<file path="config.mk">
export PLATFORM = sky130hd
export DESIGN_NAME = axis_switch_sched
export DESIGN_NICKNAME = d
export VERILOG_FILES = /design/src/rtl/axis_switch_sched.sv
export SDC_FILE = /design/constraint.sdc
export NUM_CORES = 1
export LEC_CHECK = 0
export CORE_MARGIN = 8
export CORE_UTILIZATION = 48
export CTS_CLUSTER_SIZE = 14
export DETAILED_ROUTE_END_ITERATION = 8
export PLACE_DENSITY_LB_ADDON = 0.08
export SLEW_MARGIN = 30
export SYNTH_ARGS = -nofsm -noshare
export SYNTH_HDL_FRONTEND = slang
export SYNTH_SLANG_ARGS = --single-unit
</file>
<file path="constraint.sdc">
create_clock -name clk -period 4.83 [get_ports clk]
set_input_delay 0.966 -clock clk [delete_from_list [all_inputs] [get_ports clk]]
set_output_delay 0.966 -clock clk [all_outputs]
set_load 0.03 [all_outputs]
</file>
<file path="src/rtl/axis_switch_sched.sv">
// Packet-boundary scheduler for a 1:2 AXI-Stream switch: tracks packet framing on
// the input taps, moves port_select only between packets, and counts packets per port.
module axis_switch_sched #(
  parameter int unsigned CW = 32
) (
  input  logic          clk,
  input  logic          resetn,
  input  logic          cfg_mode,
  input  logic          cfg_manual_port,
  input  logic [15:0]   cfg_burst,
  input  logic          clear_counts,
  input  logic          mon_tvalid,
  input  logic          mon_tready,
  input  logic          mon_tlast,
  output logic          port_select,
  output logic          in_packet,
  output logic          switch_pending,
  output logic [CW-1:0] pkt_count0,
  output logic [CW-1:0] pkt_count1
);

  localparam int unsigned BW  = 16;
  localparam int unsigned BSW = BW + 1;

  localparam logic [0:0] S_IDLE = 1'b0;
  localparam logic [0:0] S_BUSY = 1'b1;

  logic [0:0]    r_state;
  logic [0:0]    w_state_nxt;
  logic          r_port_select;
  logic [BW-1:0] r_burst_cnt;
  logic [CW-1:0] r_cnt0;
  logic [CW-1:0] r_cnt1;

  logic          w_beat;
  logic          w_eop;
  logic          w_boundary;
  logic          w_desired;
  logic          w_change;
  logic [BSW-1:0] w_burst_sum;
  logic [BSW-1:0] w_burst_lim;

  assign w_beat     = mon_tvalid & mon_tready;
  assign w_eop      = w_beat & mon_tlast;
  assign w_boundary = w_eop | ((r_state == S_IDLE) & ~w_beat);

  // Burst length of 0 behaves as 1; the sum includes a packet ending this cycle.
  assign w_burst_sum = {1'b0, r_burst_cnt} + BSW'(w_eop);
  assign w_burst_lim = (cfg_burst == 16'd0) ? BSW'(1) : {1'b0, cfg_burst};

  always_comb begin
    w_desired = r_port_select;
    if (!cfg_mode) begin
      w_desired = cfg_manual_port;
    end else if (w_burst_sum >= w_burst_lim) begin
      w_desired = ~r_port_select;
    end
  end

  assign w_change = w_boundary & (w_desired != r_port_select);

  // Packet framing FSM: next-state logic.
  always_comb begin
    w_state_nxt = r_state;
    case (r_state)
      S_IDLE:  if (w_beat && !mon_tlast) w_state_nxt = S_BUSY;
      S_BUSY:  if (w_eop) w_state_nxt = S_IDLE;
      default: w_state_nxt = S_IDLE;
    endcase
  end

  always_ff @(posedge clk or negedge resetn) begin
    if (!resetn) begin
      r_state <= S_IDLE;
    end else begin
      r_state <= w_state_nxt;
    end
  end

  always_ff @(posedge clk or negedge resetn) begin
    if (!resetn) begin
      r_port_select <= 1'b0;
    end else if (w_boundary) begin
      r_port_select <= w_desired;
    end
  end

  always_ff @(posedge clk or negedge resetn) begin
    if (!resetn) begin
      r_burst_cnt <= '0;
    end else if (!cfg_mode || w_change) begin
      r_burst_cnt <= '0;
    end else if (w_eop && (r_burst_cnt != {BW{1'b1}})) begin
      r_burst_cnt <= r_burst_cnt + BW'(1);
    end
  end

  // Saturating per-port packet counters; clear wins over increment.
  always_ff @(posedge clk or negedge resetn) begin
    if (!resetn) begin
      r_cnt0 <= '0;
      r_cnt1 <= '0;
    end else if (clear_counts) begin
      r_cnt0 <= '0;
      r_cnt1 <= '0;
    end else if (w_eop) begin
      if (!r_port_select && (r_cnt0 != {CW{1'b1}})) r_cnt0 <= r_cnt0 + CW'(1);
      if (r_port_select && (r_cnt1 != {CW{1'b1}}))  r_cnt1 <= r_cnt1 + CW'(1);
    end
  end

  assign port_select    = r_port_select;
  assign in_packet      = (r_state == S_BUSY);
  assign switch_pending = (w_desired != r_port_select);
  assign pkt_count0     = r_cnt0;
  assign pkt_count1     = r_cnt1;

endmodule

</file>
==> results of run 1 <==
-- cell usage after synthesis, drive strengths merged --
master / instances
a2111oi: 1
a211o: 1
a211oi: 2
a21o: 1
a21oi: 16
a31oi: 3
a41o: 1
a41oi: 1
and2: 2
and3: 9
and4: 12
buf: 9
clkbuf: 9
dfrtp: 82
ha: 21
inv: 26
mux2i: 3
nand2: 37
nand2b: 1
nand3: 30
nand3b: 1
nand4: 24
nand4b: 3
nor2: 97
nor2b: 1
nor3: 20
nor3b: 1
nor4: 9
nor4b: 1
o2111ai: 4
o211a: 1
o211ai: 1
o21a: 2
o21ai: 10
o21bai: 1
o311a: 1
o31a: 1
o31ai: 3
o32a: 1
or2: 1
or3: 14
or4: 4
xnor2: 36
xor2: 48
-- logic make-up (layout without fill, tap and decap cells) --
group | Yosys count | in the layout | synth area share (%)
compound gates | 51 | 51 | 7.46
fa+ha+maj | 21 | 21 | 5.22
mux | 3 | 3 | 0.597
xor+xnor | 84 | 84 | 14.6
flops | 82 | 82 | 40.8
buf+inv | 44 | 150 | 4.00
simple gates | 267 | 267 | 27.3
-- per-layer routing --
| metal | up-vias | GRT usage, % | share of wire (%) |
|---|---|---|---|
| met3 | 13 | 5.33 | 4.6 |
| met1 | 2119 | 23.7 | 46 |
| met4 | 0 | 5.14 | 1.1 |
| li1 | 2123 | - | - |
| met5 | - | 0 | 0 |
| met2 | 74 | 29.8 | 48 |
-- timing repair --
item | CTS | global route
setup buffers | 2 | 3
pin swaps | 8 | 13
gates resized for setup | 17 | 17
cloned | 0 | 0
endpoints found under the setup margin | 1 | 1
-- through the flow --
stage / std cells / utilization, % / setup TNS (ns)
2_1_floorplan: 552 / - / 0
3_3_place_gp: 774 / 59.7 / -0.537
3_5_place_dp: 774 / 59.8 / -0.614
4_1_cts: 791 / 62.2 / 0
5_1_grt: 794 / 62.8 / -0.0227
6_report: 794 / 62.8 / 0
-- flip-flops by register name (all words and copies together), names as in the netlist, named ones only --
name         flops
port_select      1
pkt_count0      32
pkt_count1      32
r_burst_cnt     16
-- layout make-up --
class / instances / area (um^2) / share of cell area, %
tap: 136 / 170 / 2.65
clock inverter: 4 / 51.3 / 0.798
clock buffer: 11 / 141 / 2.20
timing repair buffer: 109 / 1030 / 16.0
sequential: 82 / 2050 / 31.9
multi-input combinational: 426 / 2890 / 44.9
inverter: 26 / 97.6 / 1.52
-- final timing paths --
path	from	to	cells past startpoint
worst max register to register	r_burst_cnt[0]$_DFFE_PN0P_	r_burst_cnt[10]$_DFFE_PN0P_	15
worst max-delay path	mon_tlast	switch_pending	16
max in group asynchronous	resetn	r_burst_cnt[1]$_DFFE_PN0P_	1
worst min-delay path	pkt_count0[9]$_DFFE_PN0P_	pkt_count0[9]$_DFFE_PN0P_	1
worst min register to register	pkt_count0[9]$_DFFE_PN0P_	pkt_count0[9]$_DFFE_PN0P_	1
min in group asynchronous	resetn	pkt_count0[10]$_DFFE_PN0P_	1
-- worst max-delay path: stages --
cell and delay [ns]:
buf_4 0.12, nand3_2 0.09, inv_2 0.08, ha_4 0.13, nand2_1 0.06, or4_4 0.58, buf_4 0.17, xnor2_1 0.12
ha_1 0.32, nand4_1 0.17, a211oi_2 0.24, nor4_2 0.09, nor3_2 0.24, nor2_2 0.09, a21oi_4 0.15, buf_6 0.14
-- power breakdown --
group | switching (uW) | internal (uW)
Combinational | 76.6 | 50.9
Sequential | 11.3 | 691
Clock | 257 | 252
==> impl_results.md, run 1 <==
* Run status: finished, final reports clean
* Initial Utilization at 49.2%
* Slew @ Worst Pin at 0.742 ns
* Io pins at a little over 90
* Drc violations at 0
* HP Class: register to register
* Placer congestion estimate at 0.965
* Tmin final at 4.71 ns
* Critical Path AT at 3.75 ns
* Synth area leader: dfrtp_1
* Top cells by area, synth: dfrtp_1 (41%), xor2_1 (8.4%), nor2_1 (7.2%)
* Placed cell area at 6110 um^2
* Antenna violations before repair at 0
* R2r setup slk at 1.29 ns
* Top cell type's share of synthesized area at 40.8%
* Post-synth cell types at 55
* Die height at approximately 120 um
* Slew headroom at 50.5%
* LEAKAGE at about 0.0027 uW
* Req. time, crit path at 3.86 ns
* Final setup vio count at 0
* Layout cells sized above 1 at between 10% and 20%
* Final hold violations at 0
* DRT antenna net count at 0
* DRT iter0 DRCs at around 280
* Hold WS at 0.532 ns
* Post-Route WL at 12.9 mm
* N_diodes at 0
* CTS tree: done
* Commonest non-fill, non-tap cell in the layout: nor2_1
* Critical Path Sink Type: output port
* Total global routing overflow at 0
* Most frequent cells in the layout: nor2_1 (94), clkdlybuf4s50_1 (84), dfrtp_1 (82), xor2_1 (47)
* Pins Over Slew Limit at 0
* Crit path max fanout at 3
* Htree depth at 3
* Count of state elements after synthesis at a little over 80
* Fin area at 6430 um^2
* CTS clock-pin slew for the worst setup and hold paths at 0.07 ns
* Final HPWL DP at 9.36 mm
* Syn avg cell area at 9.12 um^2
* Clk Latency, worst-skew pair at 0.37 ns
* Die width at approximately 120 um
* CTS Buf Count at 9
* Fin nets at 699
* Max Clk Rate at 212 MHz
* Pre-CTS WS at -0.614 ns
* Row count at 37
* Register area share after synthesis at 40.8%
* Skew final at about 0.012 ns
* Vias in the first global route at 4252
* Area Overhead vs Synth at 27.7%
* Syn nets at around 600
* Synth Warn # at 0
* Largest net degree at the start of global routing at between 80 and 90
* Core area at 10200 um^2
* Max Cap Violations at 0
* 1st-pass router iterations at 4
* DR vias at 4329
* Hold Buf Count CTS at 0
* VDD IR-drop max at 0.143 mV
* Die area at roughly 14000 um^2
* Fillers at between 800 and 900
* Startpoint types: input pin
* Via density at around 5.5
* Global-route wire length before repair at 21.5 mm
* Total power at 1340 uW
* # clock sinks at 82
* IO buf count at 90
* PwrDens at approximately 210 nW/um^2
* Root buf cell: clkbuf_8
* WL/cell at around 16 um
* Mapped Cells at approximately 550
* Final worst-path setup slack at 0.118 ns
* Total GRT Usage at between 15 and 20%
* Tcrit/Tclk final at 97.6%
* Crit path kind: input pin to output port
* Synth Cell Area at 5030 um^2
* Longest Clk Path Bufs at 2
Note: power is estimated with default switching activity, not from simulation.
==> run 2: changes to the inputs <==
- CELL_PAD_IN_SITES_DETAIL_PLACEMENT: not set -> 1
- CELL_PAD_IN_SITES_GLOBAL_PLACEMENT: not set -> 2
- CORE_UTILIZATION: 48 -> 35
- clock period: 4.83 -> 5.64 ns (I/O delays scaled with it)
==> run 2 against run 1 <==
  * Clock-buffer cell count is the same
  * Critical endpoint unchanged
  * Wire length is 14% higher
  * Clock skew fell by 0.0042 ns
  * Critical path depth decreased by 1
  * Setup slack gained 0.088 ns
  * Cell count rose by 5.5%
  * Die area rose by 32%
  * First-iteration DRC count shrank 42%
  * Hold slack hardly changed
  * Largest power group unchanged
  * Sequential share of layout area fell by 0.15 points
  * Sequential power is 14% lower
==> impl_results.md, run 2 (synthesis results as in run 1) <==
* Critical Path Sink Type: output port (unchanged)
* Final worst-path setup slack at 0.206 ns (was 0.118 ns)
* Post-Route WL at 14.7 mm (was 12.9 mm)
* DRT iter0 DRCs at 162 (was 281)
* Crit path largest cell delay at 0.57 ns (was 0.58 ns)
* R2r setup slk at 2.06 ns (was 1.29 ns)
* Placed cell count at 820 (was 774)
* Io pins at 91 (unchanged)
* Vias in the first global route at 4630 (was 4252)
* Hold path cells at 1 (unchanged)
* Final HPWL DP at 10.9 mm (was 9.36 mm)
* Layout Cells excl Fill at 838 (was 794)
* HP Class: register to register (unchanged)
* Total GRT Usage at 16.3% (was 18.5%)
* Critical Path AT at 4.31 ns (was 3.75 ns)
* Area Overhead vs Synth at 28.3% (was 27.7%)
* # clock sinks at 82 (unchanged)
* Pins Over Slew Limit at 0 (unchanged)
* R2r worst-path depth at 14 (was 15)
* WHS Endpoint: pkt_count0[9]$_DFFE_PN0P_ (unchanged)
* Slew @ Worst Pin at 0.726 ns (was 0.742 ns)
* 1st-pass router iterations at 5 (was 4)
* Final setup vio count at 0 (unchanged)
* CP Cell Sequence: clkdlybuf4s50_1 -> nand3_2 -> inv_2 -> ha_1 -> nand2_1 -> or4_4 -> nor2_2 -> xor2_1 -> ha_1 -> nand3_1 -> or4_4 -> o31ai_4 -> nor2_1 -> a21oi_1 -> buf_4 (was buf_4 -> nand3_2 -> inv_2 -> ha_4 -> nand2_1 -> or4_4 -> buf_4 -> xnor2_1 -> ha_1 -> nand4_1 -> a211oi_2 -> nor4_2 -> nor3_2 -> nor2_2 -> a21oi_4 -> buf_6)
* VDD IR-drop max at 0.117 mV (was 0.143 mV)
* Final hold violations at 0 (unchanged)
* Max Cap Violations at 0 (unchanged)
* Startpoint types: input pin (unchanged)
* Number of buffers and inverters on the critical path at 3 (was 4)
* Total global routing overflow at 0 (unchanged)
* Clk Latency, worst-skew pair at 0.34 ns (was 0.37 ns)
* Worst reg2reg endpoint: r_burst_cnt[14]$_DFFE_PN0P_ (was r_burst_cnt[10]$_DFFE_PN0P_)
* LEAKAGE at 0.00268 uW (about the same)
* Crit path kind: input pin to output port (unchanged)
* Pre-CTS WS at -0.0430 ns (was -0.614 ns)
* IO buf count at 90 (unchanged)
* Placer congestion estimate at 0.842 (was 0.965)
* Tmin final at around 5.4 ns
* Commonest non-fill, non-tap cell in the layout: nor2_1 (unchanged)
* Setup TNS at 0 ns (unchanged)
* Layout cells sized above 1 at 8.87% (was 11.4%)
* Initial Utilization at 35.2% (was 49.2%)
* Fin nets at 694 (was 699)
* Drc violations at 0 (unchanged)
* PwrDens at 193 nW/um^2 (was 208 nW/um^2)
* CTS tree: done (unchanged)
* DRT antenna net count at 0 (unchanged)
* Global-route wire length before repair at 24.2 mm (was 21.5 mm)
* Die width at 136 um (was 118 um)
* Most frequent cells in the layout: nor2_1 (95), clkdlybuf4s50_1 (87), dfrtp_1 (82), xor2_1 (48) (was nor2_1 (94), clkdlybuf4s50_1 (84), dfrtp_1 (82), xor2_1 (47))
* Slew headroom at 51.4% (was 50.5%)
* Root buf cell: clkbuf_16 (was clkbuf_8)
* Die area at 18500 um^2 (was 14000 um^2)
* Via density at 5.19 (was 5.45)
* Antenna violations before repair at 0 (unchanged)
* WL/cell at 17.5 um (was 16.2 um)
* Die height at 136 um (was 118 um)
* RSZ-0062 raised after global routing: no
* Run status: finished, final reports clean (unchanged)
* Row count at 44 (was 37)
* Core area at 14300 um^2 (was 10200 um^2)
* Req. time, crit path at 4.51 ns (was 3.86 ns)
* Launching point of the worst reg2reg path: r_burst_cnt[0]$_DFFE_PN0P_ (unchanged)
* Skew final at 0.00789 ns (was 0.0121 ns)
* Crit path max fanout at 3 (unchanged)
* Cell at the slowest stage of the critical path: or4_4 (unchanged)
* CTS clock-pin slew for the worst setup and hold paths at 0.06 ns (was 0.07 ns)
* Worst hold start: pkt_count0[9]$_DFFE_PN0P_ (unchanged)
* DR vias at 4353 (was 4329)
* Htree depth at 3 (unchanged)
* Longest Clk Path Bufs at 2 (unchanged)
* Tcrit/Tclk final at 96.3%
* Total power at 1250 uW (was 1340 uW)
* Max Clk Rate at 184 MHz
* N_diodes at 0 (unchanged)
* Crit path max-delay family: simple AND/OR/NAND/NOR gates (unchanged)
* CTS Buf Count at 9 (unchanged)
* Largest net degree at the start of global routing at 64 (was 83)
==> run 2: worst reg2reg max path: stages, from the launching register on <==
cell     delay, ns
dfrtp_1       0.50
ha_1          0.22
nand2_1       0.07
or4_4         0.47
nor2_2        0.14
xor2_1        0.18
ha_1          0.29
nand2_1       0.12
o21ai_0       0.15
nor4_1        0.37
nor3_1        0.13
buf_4         0.15
buf_4         0.13
o31a_2        0.45
nor2_1        0.16
==> run 2: power breakdown <==
group          leakage, uW  switching [uW]  total [uW]  internal (uW)
Sequential         0.00114            10.6         603            593
Combinational      0.00141            65.2         106           40.9
Clock             0.000129             240         537            297
==> run 2: area by class of cell <==
| type | count | area (um^2) |
|---|---|---|
| Fill cell | 1676 | 7860 |
| Multi-Input combinational cell | 426 | 2820 |
| Sequential cell | 82 | 2050 |
| Timing Repair Buffer | 104 | 996 |
| Clock buffer | 11 | 233 |
| Tap cell | 184 | 230 |
| Inverter | 26 | 97.6 |
| Clock inverter | 5 | 31.3 |
==> run 2: worst max-delay path by stage <==
stage | start | endpoint | slack (ns) | cells past startpoint
2_1_floorplan | mon_tlast | switch_pending | 0.29 | 13
3_3_place_gp | mon_tlast | switch_pending | 0.05 | 15
3_5_place_dp | mon_tlast | switch_pending | -0.04 | 15
4_1_cts | mon_tlast | switch_pending | 0.03 | 15
5_1_grt | mon_tvalid | switch_pending | 0.02 | 15
6_report | mon_tlast | switch_pending | 0.21 | 15
==> run 2: routing by layer <==
layer | GRT usage (%) | part of all wire (%)
met5 | 0 | 0
met1 | 20.6 | 46
met4 | 5.00 | 0.79
met2 | 27.2 | 48
met3 | 3.66 | 4.9
==> run 2: stage by stage <==
step / instance area [um^2] / util [%] / hold slack [ns]
floorplan: 5030 / - / 0.549
global placement: 6140 / 42.9 / 0.519
detailed placement: 6140 / 42.9 / 0.524
CTS: 6410 / 44.8 / 0.532
global route: 6460 / 45.1 / 0.557
finish: 6460 / 45.1 / 0.532
==> run 2: timing repair <==
action	in CTS	in global routing
pin swaps	0	3
buffers inserted	0	2
endpoints found under the setup margin	1	1
gates resized for setup	2	8
hold buffers	0	0
